==> config.mk <==
export PLATFORM = sky130hd
export DESIGN_NAME = mem_arbiter
export DESIGN_NICKNAME = d
export VERILOG_FILES = /design/src/rtl/mem_arbiter_pkg.sv /design/src/rtl/mem_arbiter_rr_pick2.sv /design/src/rtl/mem_arbiter.sv
export SDC_FILE = /design/constraint.sdc
export NUM_CORES = 1
export LEC_CHECK = 0
export CAP_MARGIN = 25
export CELL_PAD_IN_SITES_DETAIL_PLACEMENT = 0
export CELL_PAD_IN_SITES_GLOBAL_PLACEMENT = 1
export CORE_MARGIN = 2
export CORE_UTILIZATION = 23
export CTS_BUF_LIST = sky130_fd_sc_hd__clkbuf_8
export CTS_CLUSTER_DIAMETER = 100
export DETAILED_ROUTE_END_ITERATION = 7
export PLACE_DENSITY_LB_ADDON = 0.1
export SETUP_SLACK_MARGIN = 0.05
export SLEW_MARGIN = 30
export SYNTH_ARGS = -nofsm -noshare
export SYNTH_HDL_FRONTEND = slang
export SYNTH_SLANG_ARGS = --single-unit
==> constraint.sdc <==
create_clock -name clk_i -period 2.8 [get_ports clk_i]
set_clock_uncertainty 0.05 [all_clocks]
set_input_delay 0.56 -clock clk_i [delete_from_list [all_inputs] [get_ports clk_i]]
set_output_delay 0.56 -clock clk_i [all_outputs]
set_load 0.005 [all_outputs]
==> src/rtl/mem_arbiter_pkg.sv <==
// Shared types and constants for the data-side memory arbiter.
// Pure declarations: no timing of its own.
// No flow control here; consumers apply the lock mask to gate requests.
package mem_arbiter_pkg;

    typedef enum logic [1:0] {
        ST_IDLE  = 2'd0,
        ST_LOCK0 = 2'd1,
        ST_LOCK1 = 2'd2
    } arb_state_t;

    localparam int   LOCK_MAX_DEF = 15;
    localparam int   LCNT_W_DEF   = 4;

    localparam logic MST_M0 = 1'b0;
    localparam logic MST_M1 = 1'b1;

    // Which masters may be granted in a given FSM state (bit i = master i).
    function automatic logic [1:0] lock_mask(input arb_state_t st);
        logic [1:0] m;
        case (st)
            ST_IDLE:  m = 2'b11;
            ST_LOCK0: m = 2'b01;
            ST_LOCK1: m = 2'b10;
            default:  m = 2'b00;
        endcase
        return m;
    endfunction

endpackage

==> src/rtl/mem_arbiter_rr_pick2.sv <==
// Two-way round-robin picker producing a one-hot grant.
// Purely combinational, zero latency.
// Masked-out requesters simply see no grant and must keep requesting.
module mem_arbiter_rr_pick2 (
    input  logic [1:0] i_req,
    input  logic       i_rr,
    input  logic [1:0] i_mask,
    output logic [1:0] o_gnt
);

    logic [1:0] w_elig;

    assign w_elig = i_req & i_mask;

    // On contention favour the master that was not granted last.
    always_comb begin
        o_gnt = 2'b00;
        if (w_elig == 2'b11) begin
            o_gnt = i_rr ? 2'b01 : 2'b10;
        end else begin
            o_gnt = w_elig;
        end
    end

endmodule

==> src/rtl/mem_arbiter.sv <==
// Shares one data memory port between the LSU (m0) and a secondary master (m1), with bus lock and watchdog.
// Grant and downstream command are same-cycle; read data returns one cycle after the read grant.
// A locked-out or losing master sees gnt=0 and must hold its request stable until granted.
module mem_arbiter
    import mem_arbiter_pkg::*;
#(
    parameter int LOCK_MAX = LOCK_MAX_DEF,
    parameter int LCNT_W   = LCNT_W_DEF
) (
    input  logic        clk_i,
    input  logic        rst_i,
    input  logic        m0_req_i,
    input  logic        m0_we_i,
    input  logic [31:0] m0_addr_i,
    input  logic [31:0] m0_wdata_i,
    input  logic        m0_lock_i,
    input  logic        m1_req_i,
    input  logic        m1_we_i,
    input  logic [31:0] m1_addr_i,
    input  logic [31:0] m1_wdata_i,
    input  logic        m1_lock_i,
    output logic        m0_gnt_o,
    output logic        m1_gnt_o,
    output logic        m0_rvalid_o,
    output logic        m1_rvalid_o,
    output logic [31:0] m0_rdata_o,
    output logic [31:0] m1_rdata_o,
    output logic        mem_wr_en_o,
    output logic [31:0] mem_wr_addr_o,
    output logic [31:0] mem_wr_data_o,
    output logic        mem_rd_en_o,
    output logic [31:0] mem_rd_addr_o,
    input  logic [31:0] mem_rd_data_i,
    output logic        lock_err_o
);

    localparam logic [LCNT_W-1:0] LP_LOCK_MAX = LCNT_W'(LOCK_MAX);

    arb_state_t        r_state;
    arb_state_t        w_state_nxt;
    logic [LCNT_W-1:0] r_lock_cnt;
    logic [LCNT_W-1:0] w_lock_cnt_nxt;
    logic              r_rr;
    logic              r_rd_vld;
    logic              r_rd_tag;
    logic [31:0]       r_m0_rdata;
    logic [31:0]       r_m1_rdata;

    logic [1:0]        w_mask;
    logic [1:0]        w_gnt;
    logic              w_any;
    logic              w_sel;
    logic              w_we;
    logic              w_lock;
    logic [31:0]       w_addr;
    logic [31:0]       w_wdata;

    // Grants are suppressed entirely while reset is asserted.
    assign w_mask = rst_i ? lock_mask(r_state) : 2'b00;

    mem_arbiter_rr_pick2 u_pick (
        .i_req  ({m1_req_i, m0_req_i}),
        .i_rr   (r_rr),
        .i_mask (w_mask),
        .o_gnt  (w_gnt)
    );

    assign m0_gnt_o = w_gnt[0];
    assign m1_gnt_o = w_gnt[1];
    assign w_any    = |w_gnt;
    assign w_sel    = w_gnt[1];

    assign w_we    = (w_sel == MST_M1) ? m1_we_i    : m0_we_i;
    assign w_lock  = (w_sel == MST_M1) ? m1_lock_i  : m0_lock_i;
    assign w_addr  = (w_sel == MST_M1) ? m1_addr_i  : m0_addr_i;
    assign w_wdata = (w_sel == MST_M1) ? m1_wdata_i : m0_wdata_i;

    // Downstream command is zeroed whenever nothing is granted.
    assign mem_wr_en_o   = w_any & w_we;
    assign mem_wr_addr_o = mem_wr_en_o ? w_addr  : 32'h0;
    assign mem_wr_data_o = mem_wr_en_o ? w_wdata : 32'h0;
    assign mem_rd_en_o   = w_any & ~w_we;
    assign mem_rd_addr_o = mem_rd_en_o ? w_addr  : 32'h0;

    // Lock entry on a locking grant; exit on the owner's unlocking grant or watchdog expiry.
    always_comb begin
        w_state_nxt    = r_state;
        w_lock_cnt_nxt = '0;
        lock_err_o     = 1'b0;
        case (r_state)
            ST_IDLE: begin
                if (w_any && w_lock) begin
                    w_state_nxt = (w_sel == MST_M1) ? ST_LOCK1 : ST_LOCK0;
                end
            end
            ST_LOCK0, ST_LOCK1: begin
                // Only the owner can be granted here, so any grant is the owner's.
                if (w_any && !w_lock) begin
                    w_state_nxt = ST_IDLE;
                end else if (r_lock_cnt == LP_LOCK_MAX) begin
                    w_state_nxt = ST_IDLE;
                    lock_err_o  = 1'b1;
                end else begin
                    w_lock_cnt_nxt = r_lock_cnt + 1'b1;
                end
            end
            default: begin
                w_state_nxt = ST_IDLE;
            end
        endcase
    end

    // FSM state and watchdog counter.
    always_ff @(posedge clk_i or negedge rst_i) begin
        if (!rst_i) begin
            r_state    <= ST_IDLE;
            r_lock_cnt <= '0;
        end else begin
            r_state    <= w_state_nxt;
            r_lock_cnt <= w_lock_cnt_nxt;
        end
    end

    // Round-robin pointer remembers the last granted master; m1 at reset so m0 wins first.
    always_ff @(posedge clk_i or negedge rst_i) begin
        if (!rst_i) begin
            r_rr <= MST_M1;
        end else if (w_any) begin
            r_rr <= w_sel;
        end
    end

    // Read-return tag and per-master hold registers for returned data.
    always_ff @(posedge clk_i or negedge rst_i) begin
        if (!rst_i) begin
            r_rd_vld   <= 1'b0;
            r_rd_tag   <= MST_M0;
            r_m0_rdata <= 32'h0;
            r_m1_rdata <= 32'h0;
        end else begin
            r_rd_vld <= mem_rd_en_o;
            r_rd_tag <= w_sel;
            if (r_rd_vld && (r_rd_tag == MST_M0)) begin
                r_m0_rdata <= mem_rd_data_i;
            end
            if (r_rd_vld && (r_rd_tag == MST_M1)) begin
                r_m1_rdata <= mem_rd_data_i;
            end
        end
    end

    assign m0_rvalid_o = r_rd_vld & (r_rd_tag == MST_M0);
    assign m1_rvalid_o = r_rd_vld & (r_rd_tag == MST_M1);
    assign m0_rdata_o  = m0_rvalid_o ? mem_rd_data_i : r_m0_rdata;
    assign m1_rdata_o  = m1_rvalid_o ? mem_rd_data_i : r_m1_rdata;

endmodule

# Word level (Yosys, flattened, before mapping)
# Index checks and enable logic that the tools add are counted.
word_totals:
  ff_bits: 73
  input_bits: 168
  out_inout_bits: 167
  word_cells: 54
op_classes:
  add_sub_neg: 1
  n_eq_ne: 6
  muxes: 24
  n_bitwise: 7
  reduce_logical: 9
ops:
  columns: ["operator", "n"]
  rows:
  - ["$mux W32", 7]
  - ["$mux W2", 7]
  - ["$mux W4", 3]
  - ["$pmux W2 S3", 1]
  - ["$mux W1", 5]
  - ["$add A4 B1 Y4 const B", 1]
  - ["$and A1 B1 Y1", 4]
  - ["$eq A2 B2 Y1 const B", 2]
  - ["$eq A4 B4 Y1 const B", 1]
  - ["$logic_and A1 B1 Y1", 4]
  - ["$pmux W2 S2", 1]
  - ["$reduce_or A2 Y1", 2]
  - ["$ne A3 B3 Y1 const B", 1]
  - ["$and A2 B2 Y2", 1]
  - ["$eq A2 B1 Y1 const B", 1]
  - ["$logic_not A2 Y1", 1]
  - ["$ne A2 B2 Y1 const B", 1]
  - ["$not A1 Y1", 2]
  - ["$reduce_and A2 Y1", 1]
  - ["$logic_not A1 Y1", 1]

# Logic depth before layout (Yosys ltp)
# Gate-level depths: netlist (run 1).
logic_depth:
  depth_word: 11
  mapped_depth: 10
  depth_no_buf: 7

# Cells and area by module
# Synthesis (run 1) repeated with hierarchy kept, for this count alone.
hier_totals:
  cells_unflattened: 368
  hier_area_um2: 3985.1
by_module_without_submodules:
  columns: ["mod", "n_inst", "cells_each", "area_each_um2", "seq_area_each_um2"]
  rows:
  - ["mem_arbiter", 1, 365, 3965.1, 1828.0]
  - ["mem_arbiter_rr_pick2", 1, 3, 20.0, 0.0]

# Worst setup path after synthesis (run 1)
# OpenSTA, ideal clock, no wires.
synth_timing:
  kind: "reg-to-output"
  start: "register r_state[0]"
  end: "output mem_wr_addr_o[22]"
  t_arrival_ns: 1.904
  t_required_ns: 2.190
  path_slack_ns: 0.286
  path_stages_with_launch: 11
  path_buffers: 3
  cell_sequence: "dfrtp_1 -> inv_1 -> ha_1 -> o211a_1 -> or3_1 -> buf_2 -> clkinv_2 -> a22oi_2 -> buf_6 -> buf_2 -> nor2_1"
synth_between:
  elab_chain_len: 9
  word_cells_on_any_way: 13
  classes_between: "3 x eq/ne; 6 x mux; 2 x bitwise; 2 x reduce/logical"
synth_lines:
  columns: ["item", "line_no", "rtl"]
  rows:
  - ["from (decl)", "mem_arbiter.sv:39", "arb_state_t r_state;"]
  - ["from (signal assigned)", "mem_arbiter.sv:119", "r_state <= w_state_nxt;"]
  - ["$eq A2 B2 Y1 (tied with other cells)", "mem_arbiter_pkg.sv:21", "case (st)"]
  - ["$pmux W2 S3 (*)", "mem_arbiter_pkg.sv:21", null]
  - ["$mux W2 (*)", "mem_arbiter.sv:59", "assign w_mask = rst_i ? lock_mask(r_state) : 2'b00;"]
  - ["$and A2 B2 Y2 (*)", "mem_arbiter_rr_pick2.sv:13", "assign w_elig = i_req & i_mask;"]
  - ["$eq A2 B2 Y1", "mem_arbiter_rr_pick2.sv:18", "if (w_elig == 2'b11) begin"]
  - ["$mux W2 (*)", "mem_arbiter_rr_pick2.sv:18", null]
  - ["$reduce_or A2 Y1 / $mux W1 (equally long branches)", "mem_arbiter.sv:70, mem_arbiter.sv:73", null]
  - ["$and A1 B1 Y1", "mem_arbiter.sv:79", "assign mem_wr_en_o = w_any & w_we;"]
  - ["$mux W32 (*)", "mem_arbiter.sv:80", "assign mem_wr_addr_o = mem_wr_en_o ? w_addr : 32'h0;"]
  - ["to (decl)", "mem_arbiter.sv:29", "output logic [31:0] mem_wr_addr_o,"]
# Mark *: on every way between the ends. The rest lies on a longest branch, timed or not.

# Worst setup path in the final report (run 1)
layout_timing:
  start: "register r_state[1]"
  end: "output mem_wr_addr_o[2]"
# The elaborated chain is that of the path after synthesis.

==> impl_summary.md, run 1 <==
STA
The number of hold-slack violations in the final timing report is 0. The count of final max-slew check failures is 0. The upper clock frequency limit is 310 MHz.

Hold timing on the final database bottoms out at a slack of 300 ps. The final critical-path setup slack is -421 ps. The worst path in the final design needs a cycle of between 3000 and 4000 ps, including I/O delays and setup. Setup repair after global routing could not meet its margin everywhere. The slew at the pin closest to its max-slew limit is 664 ps. After layout, the worst path uses 115% of the clock period.

The worst pin sits at a relative slew slack of 55.7%. Setup violations remaining at the end of the flow were counted as 98.

Layout
Cells with a size suffix above 1 make up 43.3% of the layout. The total inserted antenna cells is 0. The final net count is about 1000. In the final layout, the multi-input gates occupy about 2400 um^2. The final cell count without fillers is ~1100. The layout overhead on the synthesized area is 116%. The combined flip-flop and latch cell area is 1830 um^2. The number of inserted filler cells in the final layout is about 1600.

CTS
TritonCTS built the clock tree. The number of buffers on the longest clock path is 2. The number of clock buffers added by TritonCTS is 9. The clock root buffer is clkbuf_8. The later pin in the worst-skew pair is clocked with a latency of 340 ps. The clock net in this run drives a total of between 70 and 80 sinks. The number of hold buffers added after CTS was 0.

Clock-pin slew was measured on the worst setup and hold paths at 80 ps. The maximum level of the CTS H-tree is 3.

Power and ir drop
The power density normalized to cell area is 830 nW/um^2. The worst-case IR drop observed on VDD is 0.546 mV. Summed over all cells, the static leakage comes to 4.08 nW.

Logic synthesis
In the synthesized netlist the async set-or-reset flop fraction comes to 100%. For this run, the number of Yosys warnings is 0. The library cell occupying the most area in the post-synthesis netlist is dfrtp_1. Summing the areas of all xor and xnor instances in the mapped netlist gives 0.427% of the synthesized area.

After synthesis, the largest family of logic cells by area is multiplexers. For this run, the register share of the synthesized area comes to ~45%. The unique cell type count in the Yosys netlist is 34. By area the synthesized netlist is led by dfrtp_1, mux2_2, mux2i_1. The number of nets handed over by synthesis was 581.

The commonest register cell after synthesis is dfrtp_1. The average instance in the mapped netlist occupies around 10 um^2. After Yosys synthesis, full adders, half adders and majority gates account for 1.53% of the synthesized area. The cell count after synthesis came out at 408. The number of flops mapped to enable cells by yosys is 0. The basic-gate share of the synthesized area counting and, or, nand and nor cells is approximately 14%.

After synthesis the netlist holds a flip-flop and latch count of 73. In this run the cell area of the synthesized design comes to 4100 um^2. Summing the areas of all compound-gate instances in the mapped netlist gives under 10% of the synthesized area. Summed over its instances, the top area cell type makes up 43.9% of the synthesized netlist area. Of the post-synthesis cell area, the part taken by muxes is 25.9%.

Global route
The number of antenna violations at the first check in global routing came to 0. The via count of the first global-routing pass is 4683. The total overflow left after global routing is 0. The global-route met1 utilization is 19.2%. The total global routing track utilization is 18.4%. For this run, global-route usage on met2 was measured as 33.5%.

For this run, global-route usage on met3 was measured as 6.81%. The maximum number of pins on one net before global-route repair is between 70 and 80. The global-route wire length before repair is 26.1 mm.

In this run the most used layer during global routing was met2.

Detailed routing
After detailed routing, the number of vias per cell comes to 4.31. The number of remaining DRC errors is 0. After the first detailed-routing iteration, the DRC count stood at 96.

Wires add up to 18.7 mm. The total number of vias is between 4000 and 5000. In the final routed layout, each cell accounts on average for 17.7 um.

The post-detailed-route count of antenna-violating nets is 0. For this run, the detailed router's first-pass iteration total came to 4.

Worst setup path
For the worst setup path, the data arrival time is 2610 ps. The endpoint type of the worst setup path is an output port. STA classifies the critical path startpoint as a flop. The library cell contributing the largest single delay on the critical path is dfrtp_1. On the worst path, the slowest cell contributes a delay of between 300 and 400 ps. The highest net fanout along the worst path is 6. Data on the critical path is required at its endpoint by 2190 ps. Traced cell by cell, the critical path runs through inv_2, ha_4, o211a_1, or3_4, clkinv_4, a22oi_2, buf_6, buf_16, buf_8, buf_6, nor2_2, buf_2. By startpoint and endpoint, the worst setup path is classified as flop to output port.

The library cell appearing most often on the critical path is buf_6.

Placement
The setup slack after placement is -683 ps. The last weighted congestion value of the routability-driven placer is a little over 0.8. The cell count after placement is between 900 and 1000. The total half-perimeter wirelength after legalization and detailed placement is about 14 mm. The number of port buffers is 334.

Die
The die covers 18900 um^2. The floorplan step set the die width to ~140 um. The floorplan has 48 rows. The floorplan step defined a core boundary enclosing 17400 um^2. For this design the top-level I/O count stands at 335. The die is roughly 140 um tall.

The effective utilization at floorplan is 23.6%.

Hold path
In this run the worst hold path is classified as input pin to asynchronous set/reset pin.

Status
The checks that failed: setup timing. The run finished, with violations left.

Run
The max-cap violation count is 0.
[cells in the final DEF, fill, tap and decap left out, types with 2 or more instances in the layout]
cell type / n
a21oi_1: 8
a21oi_2: 23
a21oi_4: 2
buf_12: 10
buf_2: 67
buf_4: 61
buf_6: 30
bufinv_16: 3
clkbuf_16: 4
clkbuf_2: 16
clkbuf_8: 9
clkdlybuf4s50_1: 232
clkinv_4: 2
dfrtp_1: 72
dlygate4sd2_1: 13
ha_4: 3
inv_1: 8
inv_2: 4
mux2_2: 64
mux2i_1: 18
mux2i_2: 4
mux2i_4: 12
nand2_1: 67
nand3_1: 2
nor2_1: 36
nor2_2: 23
nor2_4: 5
nor3_1: 5
o21ai_2: 2
[cells in the mapped netlist, drive strengths merged, types with 2 or more instances]
cell type / count
mux2i: 34
dfrtp: 72
a21oi: 33
inv: 11
mux2: 64
or2: 2
nand2b: 2
clkbuf: 6
nor2: 64
nor3: 5
nand2: 68
ha: 5
nand3: 2
o21ai: 3
buf: 22
[report_power, final]
part | leakage, nW | switching (W) | internal, W | total (W)
Combinational | 3.10 | 0.00184 | 0.00282 | 0.00466
Clock | 0.121 | 0.000393 | 0.000593 | 0.000986
Sequential | 0.863 | 0.000143 | 0.00157 | 0.00171
Total | 4.08 | 0.00238 | 0.00498 | 0.00735
[stage by stage]
stage	TNS, ps	area, um^2	utilization, %	total power, W
3_3_place_gp	-58610	7970	45.9	0.00564
2_1_floorplan	0	4100	-	0.00329
5_1_grt	-39650	8860	51.1	0.00783
6_report	-27860	8860	51.1	0.00735
4_1_cts	-32650	8490	48.9	0.00706
3_5_place_dp	-60160	7970	45.9	0.00572
[cell type report]
type	count	share of cell area, %
multi-input cells	295	27.6
inverters	12	0.565
clock inverters	7	1.34
repair buffers	437	45.3
well taps	225	3.18
clock buffers	9	1.40
flip-flops and latches	73	20.6
[per-layer routing]
layer  share of wire, %  vias up
met5                  0        -
met4                2.8        0
met3                8.8       25
met2                 52      191
met1                 36     2133
li1                   -     2206
[kinds of logic after synthesis]
family          after synthesis
simple gates                147
flops                        73
mux                          98
compound gates               43
fa+ha+maj                     5
xor+xnor                      2
buf+inv                      40
[flip-flops by register name, indices dropped and copies added (netlist names)]
name and cells:
r_m1_rdata 32, r_rd_tag 1, r_lock_cnt 4, r_m0_rdata 32
r_state 2, r_rr 1, r_rd_vld 1
[repair_timing]
action / CTS / global route
cloned: 4 / 3
pin swaps: 7 / 2
resized for setup: 323 / 154
setup endpoints to repair: 101 / 100
setup buffers: 27 / 26
[worst paths after layout]
check	to	from	depth (start not counted)	slack, ps
hold reg to reg	r_lock_cnt[0]	r_lock_cnt[0]	1	440
hold / removal	r_m0_rdata[2]	rst_i	2	300
setup / recovery	mem_wr_addr_o[2]	r_state[1]	12	-420
min in group clk_i	r_lock_cnt[0]	r_lock_cnt[0]	1	440
setup reg to reg	r_rd_vld	r_state[1]	10	560
max in group asynchronous	r_m0_rdata[28]	rst_i	2	1910
[worst max-delay path: cells and delay by family (launching register included)]
family | cells | cell delay [ps]
buffers and inverters | 7 | 850
AND/OR/NAND/NOR | 2 | 470
flip-flops | 1 | 390
AO/OA/AOI/OAI | 2 | 360
adder cells (fa/ha/maj) | 1 | 190
No activity file was read; power rests on OpenSTA's default activity.
==> inputs of run 2 (changes only) <==
--- a/config.mk
+++ b/config.mk
@@ -19,3 +19,4 @@
 export SYNTH_ARGS = -nofsm -noshare
 export SYNTH_HDL_FRONTEND = slang
 export SYNTH_SLANG_ARGS = --single-unit
+export TNS_END_PERCENT = 1
==> run 2 against run 1 <==
Effect of this change:
- global-route usage fell by 1.0 points
- via count fell by 2.9%
- sequential cell count did not move
- non-clock buffer count fell by 28
- critical path depth fell by 3
- the flow still finishes with violations (setup timing)
- count of clock-buffer cells in the layout did not move
- clock power barely moved
- core utilization fell by 2.4 points
- worst hold slack got worse by 29 ps
- sequential power barely moved
- highest routed layer unchanged
- final cell count fell by 2.6%
==> impl_summary.md, run 2 (synthesized netlist as in run 1, its figures left out) <==
Status
The run finished, with violations left. The checks that failed: setup timing.

Worst setup path
The critical path starts at r_state[1]. Along the worst path, the maximum fanout reaches 7. The category of the most critical setup path is flop to output port. The endpoint identified for the worst register-to-register timing path is r_state[0]. At the worst endpoint, the arrival time is 2570 ps. The worst setup path is launched from a flop.

For the worst setup path, the data required time is approximately 2200 ps. The endpoint type of the worst setup path is an output port. The startpoint identified for the worst register-to-register timing path is r_state[1]. The worst register-to-register path has a depth of 9. For flop-to-flop paths, the worst setup slack is between 600 and 700 ps.

The last element of the critical path is mem_rd_addr_o[18].

STA
The upper clock frequency limit is around 310 MHz. The worst hold margin is roughly 270 ps. Setup repair after global routing could not meet its margin everywhere.

After layout, the worst setup slack is -378 ps. For the pin with the worst max-slew slack, the measured transition is 661 ps. The worst slew slack as a fraction of its limit is 55.9%.

The final worst-path cycle share is 114%. Setup violations remaining at the end of the flow were counted as 99. The count of final max-slew check failures is 0. The number of hold-slack violations in the final timing report was 0. The clock period minus final worst setup slack is 3180 ps. Summed over all failing endpoints, the final setup total negative slack is -28000 ps.

Global route
The number of antenna violations at the first check in global routing came to 0. For this run, the total global-route usage over all layers was measured as between 10% and 20%. The global route total overflow is 0. The via count of the first global-routing pass is 4430.

The global-route wire length before repair is about 25 mm. The maximum number of pins on one net before global-route repair is 74.

Detailed routing
The pre-antenna-repair detailed-routing pass consisted of 4 iterations. The number of design-rule violations left by the first detailed-router iteration is 88. Summed over all layers, the routed wires come to between 15 and 20 mm. The total number of vias is 4425. Dividing the detail-routed wire length by the instance count gives around 18 um. The count of nets left with antenna violations once routing finished came out at 0. In the routed design, unresolved DRC markers number 0. Dividing the detail-routed via count by the number of cells gives about 4.3.

Die
The initial utilization of the core area, before any placement, comes to a little under a quarter. The floorplan step defined a die boundary enclosing 18900 um^2. The vertical extent of the die is roughly 140 um. The cell row count is 48. The core area is around 17000 um^2. The I/O pin count is 335. The die is 138 um wide.

Hold path
The worst hold path belongs to the class input pin to asynchronous set/reset pin.

CTS
The maximum level of the CTS H-tree is 3. The clock transition time at the flip-flop clock pins of the worst setup and hold paths is 80 ps. The clock root buffer is clkbuf_8. At the later pin of the worst-skew pair, clock insertion delay measures between 300 and 400 ps. The clock net sink count is 73.

The number of buffers on the longest clock path is 2. TritonCTS built the clock tree. The number of CTS-inserted buffers is 9.

Layout
The library cell used most frequently in the layout, excluding fill and tap cells, is clkdlybuf4s50_1. The multi-input combinational cells in the finished layout cover a total of 2390 um^2. In the layout the commonest cells are clkdlybuf4s50_1, dfrtp_1, buf_2. The layout has about 1700 filler cells. In the final layout, the registers with the most flip-flops are r_m0_rdata (32), r_m1_rdata (32), r_lock_cnt (4). The layout overhead on the synthesized area is 106%. The combined flip-flop and latch cell area is 1830 um^2. Of the cells placed in the final design, the portion with a size suffix greater than 1 is 42.4%.

The number of antenna diodes in the final layout is 0. The net count of the finished layout is slightly below 1000.

Power and ir drop
The fraction of power spent switching nets is 32.5%. The static leakage is 3.86 nW. The power dissipated by switching net loads is around 0.0023 W. The power density normalized to cell area is 831 nW/um^2.

The share of total power in combinational logic is 61.6%. The internal power of the cells totals around 0.0047 W. The relative contribution of the clock network to total power is between 10% and 20%. The part of the total power dissipated in sequential elements is 24.3%. Across the VDD grid, the largest voltage drop is 0.562 mV.

Placement
The number of port buffers is around 330. The last weighted congestion value of the routability-driven placer is 0.829. Once detailed placement completed, the half-perimeter wirelength came to ~14 mm. At the placement stage, the worst setup path has a slack of -683 ps.

Run
The max-cap violation count is 0.
-- run 2: changes by cell type in the layout (fill, tap and decap cells not counted), sizes merged --
cell / before / now
dlygate4sd2: 13 / 3
clkbuf: 29 / 39
clkdlybuf4s15: 2 / 1
buf: 170 / 143
-- run 2: how the worst min path moves through the flow --
| stage | startpoint | end | slack, ps | cells past startpoint |
|---|---|---|---|---|
| finish | rst_i | r_state[1] | 270 | 2 |
| global route | rst_i | r_m1_rdata[10] | 330 | 2 |
| global placement | r_lock_cnt[0] | r_lock_cnt[0] | 410 | 1 |
| detailed placement | r_lock_cnt[0] | r_lock_cnt[0] | 420 | 1 |
| CTS | rst_i | r_m1_rdata[2] | 420 | 2 |
| floorplan | rst_i | r_lock_cnt[0] | 210 | 0 |
-- run 2: power groups by stage --
stage | logic [W] | registers (W) | clock network [W]
2_1_floorplan | 0.00161 | 0.00167 | 0
3_3_place_gp | 0.00395 | 0.00170 | 0
3_5_place_dp | 0.00399 | 0.00173 | 0
4_1_cts | 0.00394 | 0.00171 | 0.00103
5_1_grt | 0.00465 | 0.00176 | 0.00107
6_report | 0.00433 | 0.00171 | 0.000987
-- run 2: final cells by class --
class                   instances  area share [%]
clock buffers                   9            1.47
clock inverters                 7            1.41
inverters                      12           0.622
multi-input cells             295            28.3
flip-flops and latches         73            21.6
well taps                     225            3.33
repair buffers                409            43.2
-- run 2: routing by layer --
metal	global-route usage, %	vias to the layer above	wire (um)	share of wire [%]
met5	0	-	0	0
met4	4.75	0	277	1.5
met3	6.62	15	1590	8.8
met2	32.1	181	9620	53
met1	18.4	2078	6590	36
li1	-	2151	-	-
-- run 2: repair_timing --
item | 4_1_cts | 5_1_grt
setup endpoints to repair | 101 | 100
setup buffers | 1 | 26
pin swaps | 6 | 19
resized for setup | 159 | 300
hold buffers | 0 | 0
cloned | 0 | 4
-- run 2: worst max-delay path, stage by stage (launching register included) --
cell and delay [ps]:
dfrtp_1 390, inv_2 80, ha_2 200, o211a_1 230, or3_4 470, clkbuf_16 200
buf_6 140, mux2i_1 180, nor2_1 60, dlygate4sd2_1 270
-- run 2: stage by stage --
stage / power (W) / instance area, um^2 / utilization, % / instances
after floorplan: 0.00329 / 4100 / - / 408
after global placement: 0.00564 / 7970 / 45.9 / 983
after detailed placement: 0.00572 / 7970 / 45.9 / 983
after CTS: 0.00667 / 8150 / 47.0 / 1000
after global routing: 0.00747 / 8450 / 48.7 / 1030
final: 0.00702 / 8450 / 48.7 / 1030
==> inputs of run 3 (changes only) <==
--- a/config.mk
+++ b/config.mk
@@ -10,7 +10,7 @@
 export CELL_PAD_IN_SITES_GLOBAL_PLACEMENT = 1
 export CORE_MARGIN = 2
 export CORE_UTILIZATION = 23
-export CTS_BUF_LIST = sky130_fd_sc_hd__clkbuf_8
+export CTS_BUF_LIST = sky130_fd_sc_hd__clkbuf_4 sky130_fd_sc_hd__clkbuf_8 sky130_fd_sc_hd__clkbuf_16
 export CTS_CLUSTER_DIAMETER = 100
 export DETAILED_ROUTE_END_ITERATION = 7
 export PLACE_DENSITY_LB_ADDON = 0.1
==> run 3 against run 2 <==
Effect of this change:
- the flow still finishes with violations (setup timing)
- maximum frequency is 0.93% higher
- clock power is 33% higher
- register-to-register slack about the same
- critical path depth unchanged
- non-clock buffer count unchanged
- final cell count unchanged
- count of clock-buffer cells in the layout up 1
- combinational power hardly changed
- global-route usage shrank 0.065 points
- routed wire length about the same
- largest cell class unchanged
- highest routed layer unchanged
==> impl_summary.md, run 3 (synthesized netlist as in run 1, its figures left out) <==
Status
The flow ran to the end, but the final reports show violations. The final reports fail on setup timing.

STA
The final critical-path setup slack is -349 ps. The total negative slack for setup checks is -25040 ps. Based on the critical path, the design can be clocked at up to 318 MHz. The clock period minus final worst setup slack is 3150 ps.

Setup violations remaining at the end of the flow were counted as 99. At the pin with the least slew margin, the transition time is 665 ps. The worst slew slack as a fraction of its limit is 55.7%.

The worst hold margin is between 300 and 400 ps. The number of hold-slack violations in the final timing report came to 0. The count of final max-slew check failures is 0. The final worst-path cycle share is 112%.

Setup repair after global routing could not meet its margin everywhere.

CTS
The number of CTS-inserted buffers is 9. The number of buffers on the longest clock path is 2. The clock net sink count is 73. Clock tree synthesis selected as its root buffer the cell clkbuf_16. The TritonCTS clock tree is done. The later pin in the worst-skew pair is clocked with a latency of 330 ps. The maximum level of the CTS H-tree is 3. The clock transition time at the flip-flop clock pins of the worst setup and hold paths is approximately 60 ps.

Layout
The share of the core filled with cells is 49.3%. The library cells used most frequently in the layout, excluding fill and tap cells, are clkdlybuf4s50_1, dfrtp_1, buf_2. In the final layout, the share of cells above drive strength 1 is 42.7%. The layout overhead on the synthesized area is 109%.

The final net count is about 970. The finished cells cover 8550 um^2. In the final layout, the registers with the most flip-flops are r_m0_rdata (32), r_m1_rdata (32), r_lock_cnt (4). The total inserted antenna cells is 0.

The most common cell after layout, fill and taps aside is clkdlybuf4s50_1. The finished layout holds 1030 standard cells, fillers aside.

Detailed routing
The routed wirelength normalized by instance count is around 18 um. The pre-antenna-repair detailed-routing pass consisted of 4 iterations. In the routed design, unresolved DRC markers number 0. The post-detailed-route count of antenna-violating nets is 0. The number of design-rule violations left by the first detailed-router iteration is 92. The via density per instance is 4.31. The total number of vias is ~4400. For this block, the routed nets add up to 18.1 mm of wire.

Die
In this run the core area contains 48 standard-cell rows. During I/O placement, the number of pins put on the boundary was 335. After floorplanning, the core was sized to cover 17400 um^2.

Measured along the x axis, the die boundary spans 138 um. The floorplan step defined a die boundary enclosing approximately 19000 um^2. For this configuration, the core starts out at a cell density of between 20% and 30%.

The die is 138 um tall.

Global route
The global-route wire length before repair is 24.6 mm. Global routing finished with a remaining overflow of 0. Entering global routing, the biggest net connects 74 pins. The met2 layer usage reported by global route is 32.0%. The total global routing track utilization is roughly 17%. The global routing stage identified its most utilized layer as met2. For met3 alone, demand over resource in global routing was 6.29%.

Global routing consumed, on the met1 layer, 18.3% of the routing resources. The number of antenna violations at the first check in global routing was 0. The via count of the first global-routing pass is 4434.

Worst setup path
Along the worst path, the maximum fanout reaches 7. The worst setup path is captured at an output port. The depth of the most critical reg-to-reg path is 9. The start point of the critical path is r_state[0]. The data required time of the worst path is 2190 ps.

STA classifies the critical path startpoint as a flop. The startpoint identified for the worst register-to-register timing path is r_state[0]. The data arrival time of the critical path is 2540 ps. The critical path is of the flop to output port type.

Power and ir drop
The internal power consumption is about 0.0050 W. The power density normalized to cell area is 859 nW/um^2. The clock network accounts for 17.9% of the total power. The power dissipated by switching net loads is 0.00231 W.

In this run switching power makes up 31.5% of total power. The worst-case IR drop observed on VDD is 0.603 mV. Of the total power, combinational logic draws 58.8%. The static leakage is 3.90 nW. In this run, flip-flops and latches consume roughly a quarter of the power.

Placement
The cell count after placement is 983. After detailed placement, the total cell area comes to 7970 um^2. The congestion estimate from routability-driven global placement came to 0.829. Detailed placement finished with a half-perimeter wire length of 14.2 mm. In this run the tool buffered the top-level ports with 334 buffer cells.

Run
Max-cap violations in this run came to 0.

Hold path
The worst hold-check path type is input pin to asynchronous set/reset pin.
## run 3: final timing paths
path / endpoint / slack (ps)
worst min register to register: r_lock_cnt[0] / 440
worst min-delay path: r_state[1] / 300
worst max-delay path: mem_rd_addr_o[18] / -350
worst max register to register: r_state[0] / 640
min in group clk_i: r_lock_cnt[0] / 440
max in group asynchronous: r_m1_rdata[12] / 1920
## run 3: per-layer routing
metal	vias to the layer above	wire length (um)
li1	2156	-
met1	2079	6580
met2	188	9560
met3	20	1580
met4	0	349
met5	-	0
## run 3: stage by stage
stage	total power [W]	setup slack (ps)
3_5_place_dp	0.00572	-683
5_1_grt	0.00779	-447
6_report	0.00735	-349
3_3_place_gp	0.00564	-654
2_1_floorplan	0.00329	286
4_1_cts	0.00700	-562
## run 3: power groups by stage
stage	logic, W	registers [W]	clock network (W)
floorplan	0.00161	0.00167	0
global placement	0.00395	0.00170	0
detailed placement	0.00399	0.00173	0
CTS	0.00394	0.00171	0.00135
global route	0.00464	0.00176	0.00139
finish	0.00432	0.00172	0.00131
## run 3: critical path, cell delays in order (launching register included)
cell	delay, ps
dfrtp_1	390
inv_2	70
ha_4	180
o211a_1	240
or3_4	470
clkbuf_16	200
buf_6	140
mux2i_1	180
nor2_1	60
dlygate4sd2_1	270
## run 3: layout make-up
type                    instances  area [um^2]
clock inverters                 6          115
fillers                      1653         8800
multi-input cells             295         2390
inverters                      12         52.6
flip-flops and latches         73         1830
repair buffers                409         3650
well taps                     225          282
clock buffers                  10          233
## run 3: timing repair
action | in CTS | in global routing
pin swaps | 6 | 20
hold buffers | 0 | 0
resized for setup | 159 | 301
gates cloned | 0 | 4
setup endpoints to repair | 101 | 100
buffers inserted | 1 | 26
==> edit 1: new RTL, settings of run 2 <==
Re-encode `arb_state_t` (3 states) as one-hot, 3 bits wide.
--- a/src/rtl/mem_arbiter_pkg.sv
+++ b/src/rtl/mem_arbiter_pkg.sv
@@ -3,10 +3,10 @@
 // No flow control here; consumers apply the lock mask to gate requests.
 package mem_arbiter_pkg;
 
-    typedef enum logic [1:0] {
-        ST_IDLE  = 2'd0,
-        ST_LOCK0 = 2'd1,
-        ST_LOCK1 = 2'd2
+    typedef enum logic [2:0] {
+        ST_IDLE  = 3'b001,
+        ST_LOCK0 = 3'b010,
+        ST_LOCK1 = 3'b100
     } arb_state_t;
 
     localparam int   LOCK_MAX_DEF = 15;
Behaviour: same outputs for any inputs over 4 cycles, from zero or initial values and one cycle with rst_i low; so few cycles prove little.
==> edit 1 against run 2 <==
- the flow still finishes with violations (negative setup slack)
- setup slack improved by 0.17 ns
- cell area fell by 0.68%
- count of clock-buffer cells in the layout up 1
- total power shrank 1.8%
- via count is 1.5% lower
- area after synthesis down 0.34%
- wire length is 2.0% lower
- sequential cell count up 1
- critical path type unchanged
==> edit 1: results (changes against run 2) <==
metric;value;unit;change
Clock transition at path regs;0.07;ns;
Clock Path Buffers;2;;unchanged
clock root buffer;clkbuf_8;;
routed via count;4357;;-1.5%
post-layout worst setup margin;-0.212;ns;+0.166 ns
largest cells by area after synthesis;dfrtp_1 44%, mux2_2 18%, mux2i_1 7.8%;;
YS warnings;0;;unchanged
number of inserted diodes;0;;unchanged
Tot GR Track Use;0.178;;+0.00410
final setup violation count;99;;unchanged
antenna violations before repair;1;;+1
delay of the slowest critical-path stage;0.56;ns;+0.09 ns
initial drt markers;89;;+1.1%
Top Registers;r_m0_rdata (32), r_m1_rdata (32), r_lock_cnt (4);;
register area share after synthesis;0.454;;+0.00793
Worst IR Drop VDD;0.362;mV;-36%
I/O Buffers;334;;unchanged
Skew-Pair Late Insertion Delay;0.34;ns;about the same
share of layout cells above drive strength 1;0.408;;-0.0153
Final nets;933;;-4.1%
first-pass GRT wire length;25500;um;+3.3%
FFs w/ async S/R, synth;1.00;;unchanged
Slew HR;0.577;;+0.0174
Pre-Repair DR Iteration Count;4;;unchanged
Int Pwr;4610;uW;-2.8%
hold crit path type;input pin to asynchronous set/reset pin;;
Synthesized Nets;572;;-1.5%
failing checks;negative setup slack;;
CP max FO;6;;-1
largest net degree at the start of global routing;72;;-2.7%
Placer Congestion;0.804;;-3.0%
Synth cell types;33;;-2.9%
Startpoint Class;register;;
commonest cells in the synthesized netlist;76 x nor2_1, 72 x dfrtp_1, 65 x nand2_1;;
reg2reg start;r_state[0];;
leakage;0.00367;uW;-4.7%
routed len/inst;17.8;um;+1.6%
crit path DAT;2.40;ns;-0.17 ns
TritonCTS Buffers;9;;unchanged
H-tree levels;3;;unchanged
vias in the first global route;4685;;+5.8%
Slowest-stage cell, CP;dfstp_2;;
dpl hpwl;13100;um;-7.9%
status;finished, violations left;;
==> edit 1: cell count changes after synthesis, sizes merged, moves of 3 or more <==
| cell | before | now |
|---|---|---|
| nor3 | 5 | 0 |
| o21ai | 3 | 0 |
| ha | 5 | 1 |
| nor2 | 64 | 76 |
| nand2 | 68 | 65 |
| inv | 11 | 7 |
==> edit 1: through the flow <==
step / instances / setup TNS (ns) / instance area (um^2) / setup WS, ns
2_1_floorplan: 403 / 0 / 4090 / 0.393
3_3_place_gp: 957 / -54.29 / 7810 / -0.617
3_5_place_dp: 957 / -55.50 / 7810 / -0.631
4_1_cts: 988 / -19.83 / 8140 / -0.310
5_1_grt: 994 / -25.55 / 8390 / -0.318
6_report: 994 / -14.89 / 8390 / -0.212
==> edit 1: layout make-up <==
cell class / instances / area (um^2)
Tap cell: 225 / 282
Inverter: 7 / 33.8
Sequential cell: 74 / 1850
Clock buffer: 10 / 138
Multi-Input combinational cell: 294 / 2470
Fill cell: 1624 / 8970
Clock inverter: 6 / 58.8
Timing Repair Buffer: 378 / 3560
==> edit 1: what timing repair did <==
item	CTS	global route
cloned	5	5
pin swaps	8	3
setup buffers	10	1
hold buffers	0	0
gates resized for setup	405	79
setup endpoints to repair	101	100
==> edit 1: logic make-up (layout without fill, tap and decap cells) <==
group / Yosys count / count (layout) / share of synthesized area
flops: 74 / 74 / 0.454
simple gates: 151 / 151 / 0.145
compound gates: 41 / 41 / 0.0826
mux: 96 / 96 / 0.255
xor+xnor: 5 / 5 / 0.0107
buf+inv: 35 / 401 / 0.0502
fa+ha+maj: 1 / 1 / 0.00306
==> edit 1: worst paths after layout <==
kind                                     to  slack, ns  cells past startpoint
hold / removal                   r_state[2]       0.10                      2
min in group clk_i            r_lock_cnt[0]       0.42                      1
setup / recovery           mem_wr_data_o[0]      -0.21                     10
hold reg to reg               r_lock_cnt[0]       0.42                      1
setup reg to reg                 r_state[0]       0.49                      9
max in group asynchronous          r_rd_tag       1.94                      2
==> edit 1: routing by layer <==
layer | vias up | wire length, um | global-route usage
li1 | 2085 | - | -
met1 | 2078 | 6380 | 0.186
met2 | 174 | 9710 | 0.345
met3 | 18 | 1370 | 0.0522
met4 | 2 | 236 | 0.0435
met5 | - | 13 | 0
==> edit 1: worst max-delay path: cells and delay by family (launching register included) <==
family | cells | cell delay [ns]
buf+inv | 6 | 0.85
compound gates | 3 | 0.57
flops | 1 | 0.56
xor+xnor | 1 | 0.07
==> edit 1: power by group through the flow <==
stage	clock network [uW]	logic, uW	registers (uW)
after detailed placement	0	3970	1740
after global placement	0	3940	1710
after floorplan	0	1620	1700
after CTS	847	4200	1720
final	805	4370	1720
after global routing	888	4720	1770
==> edit 2: new RTL, config.mk and constraints of run 2 <==
Without the edit above. Change the package constant `LCNT_W_DEF` from 4 to 6.
--- a/src/rtl/mem_arbiter_pkg.sv
+++ b/src/rtl/mem_arbiter_pkg.sv
@@ -10,7 +10,7 @@
     } arb_state_t;
 
     localparam int   LOCK_MAX_DEF = 15;
-    localparam int   LCNT_W_DEF   = 4;
+    localparam int   LCNT_W_DEF   = 6;
 
     localparam logic MST_M0 = 1'b0;
     localparam logic MST_M1 = 1'b1;
Behaviour: same outputs for any inputs over 4 cycles, from zero or initial values and one cycle with rst_i low; that may be too few to reach the edited logic, so the function may still have changed.
==> edit 2 against run 2 <==
- the run still ends with negative setup slack left
- final cell count shrank 0.19%
- total power shrank 7.8%
- cell area grew 2.0%
- sequential cell count grew 2
- hold slack gained 0.0074 ns
- wire length grew 4.3%
- setup slack gained 0.089 ns
- clock power shrank 5.3%
- area after synthesis grew 0.85%
- critical endpoint is now mem_wr_addr_o[0]
- largest cell class unchanged
- highest routed layer unchanged
==> edit 2: results (changes against run 2) <==
metric;value;unit;change
initial drt markers;108;;+23%
Vias per Instance;4.44;;+3.4%
Synth cell types;36;;+5.9%
post-layout worst setup margin;-0.289;ns;+0.0893 ns
routed len/inst;18.3;um;+4.5%
vias in the first global route;4647;;+4.9%
Placed Cells;978;;-0.51%
Top Registers;r_m0_rdata (32), r_m1_rdata (32), r_lock_cnt (6);;
status;finished, violations left;;
register area share after synthesis;0.454;;+0.00832
largest cells by area after synthesis;dfrtp_1 45%, mux2_2 17%, mux2i_1 7.7%;;
cells after synthesis;417;;+2.2%
Tot GR Track Use;0.177;;+0.00283
Final nets;967;;-0.62%
failing checks;negative setup slack;;
share of layout cells above drive strength 1;0.374;;-0.0494
Skew-Pair Late Insertion Delay;0.35;ns;
Slowest-stage cell, CP;dfrtp_2;;
Synthesized Nets;590;;+1.5%
Placer Congestion;0.848;;+2.3%
dpl hpwl;13800;um;-2.9%
Place WS;-0.434;ns;+0.250 ns
crit path DAT;2.48;ns;-0.09 ns
Logic pwr share;0.590;;-0.026
largest net degree at the start of global routing;76;;+2.7%
Worst IR Drop VDD;0.443;mV;-21%
final setup violation count;98;;-1.0%
leakage;0.00386;uW;about the same
delay of the slowest critical-path stage;0.43;ns;-0.04 ns
first-pass GRT wire length;26500;um;+7.4%
R2R Setup Slk;0.48;ns;-0.15 ns
clock root buffer;clkbuf_8;;
==> edit 2: metrics by stage <==
| stage | instance area [um^2] | hold WS, ns | total power, uW | setup TNS, ns |
|---|---|---|---|---|
| finish | 8610 | 0.279 | 6480 | -16.49 |
| global route | 8610 | 0.333 | 6870 | -27.32 |
| CTS | 8190 | 0.421 | 6140 | -26.48 |
| detailed placement | 7890 | 0.411 | 5190 | -32.83 |
| global placement | 7890 | 0.400 | 5140 | -29.33 |
| floorplan | 4140 | 0.214 | 3050 | 0 |
==> edit 2: cells by family after synthesis <==
group	synth area share
DFF	0.454
AOI/OAI and AO/OA	0.0750
and+or+nand+nor	0.142
buffers and inverters	0.0535
xor gates and xnor gates	0.00847
muxes	0.252
adders and majority gates	0.0151
==> edit 2: layer usage <==
layer  share of wire  wire length [um]  GRT usage
met2            0.53              9980      0.326
met3           0.092              1730     0.0693
met1            0.35              6630      0.177
met4           0.028               521     0.0730
met5               0                 0          0
==> edit 2: worst paths after layout <==
path                          startpoint          endpoint  cells past startpoint
hold / removal                     rst_i    r_m0_rdata[10]                      2
hold reg to reg            r_lock_cnt[0]     r_lock_cnt[0]                      1
max in group asynchronous          rst_i        r_state[1]                      2
setup reg to reg              r_state[0]        r_state[0]                      8
min in group clk_i         r_lock_cnt[0]     r_lock_cnt[0]                      1
setup / recovery              r_state[0]  mem_wr_addr_o[0]                     12
==> edit 2: cell type report <==
cell class                 instances  share of cell area
clock buffer                      10              0.0160
clock inverter                     6              0.0102
inverter                           9             0.00479
multi-input combinational        304               0.283
sequential                        75               0.218
tap                              229              0.0333
timing repair buffer             395               0.435
==> edit 2: timing repair <==
item                                    4_1_cts  5_1_grt
gates cloned                                  0       12
hold buffers                                  0        0
pin swaps                                     5       21
buffers inserted                              1       21
resized for setup                           200      224
endpoints found under the setup margin      101      100
==> edit 2: power groups by stage <==
stage	Clock (uW)	Sequential, uW	Combinational [uW]
6_report	935	1720	3820
3_5_place_dp	0	1730	3460
2_1_floorplan	0	1690	1360
3_3_place_gp	0	1710	3430
5_1_grt	1020	1770	4080
4_1_cts	980	1710	3450
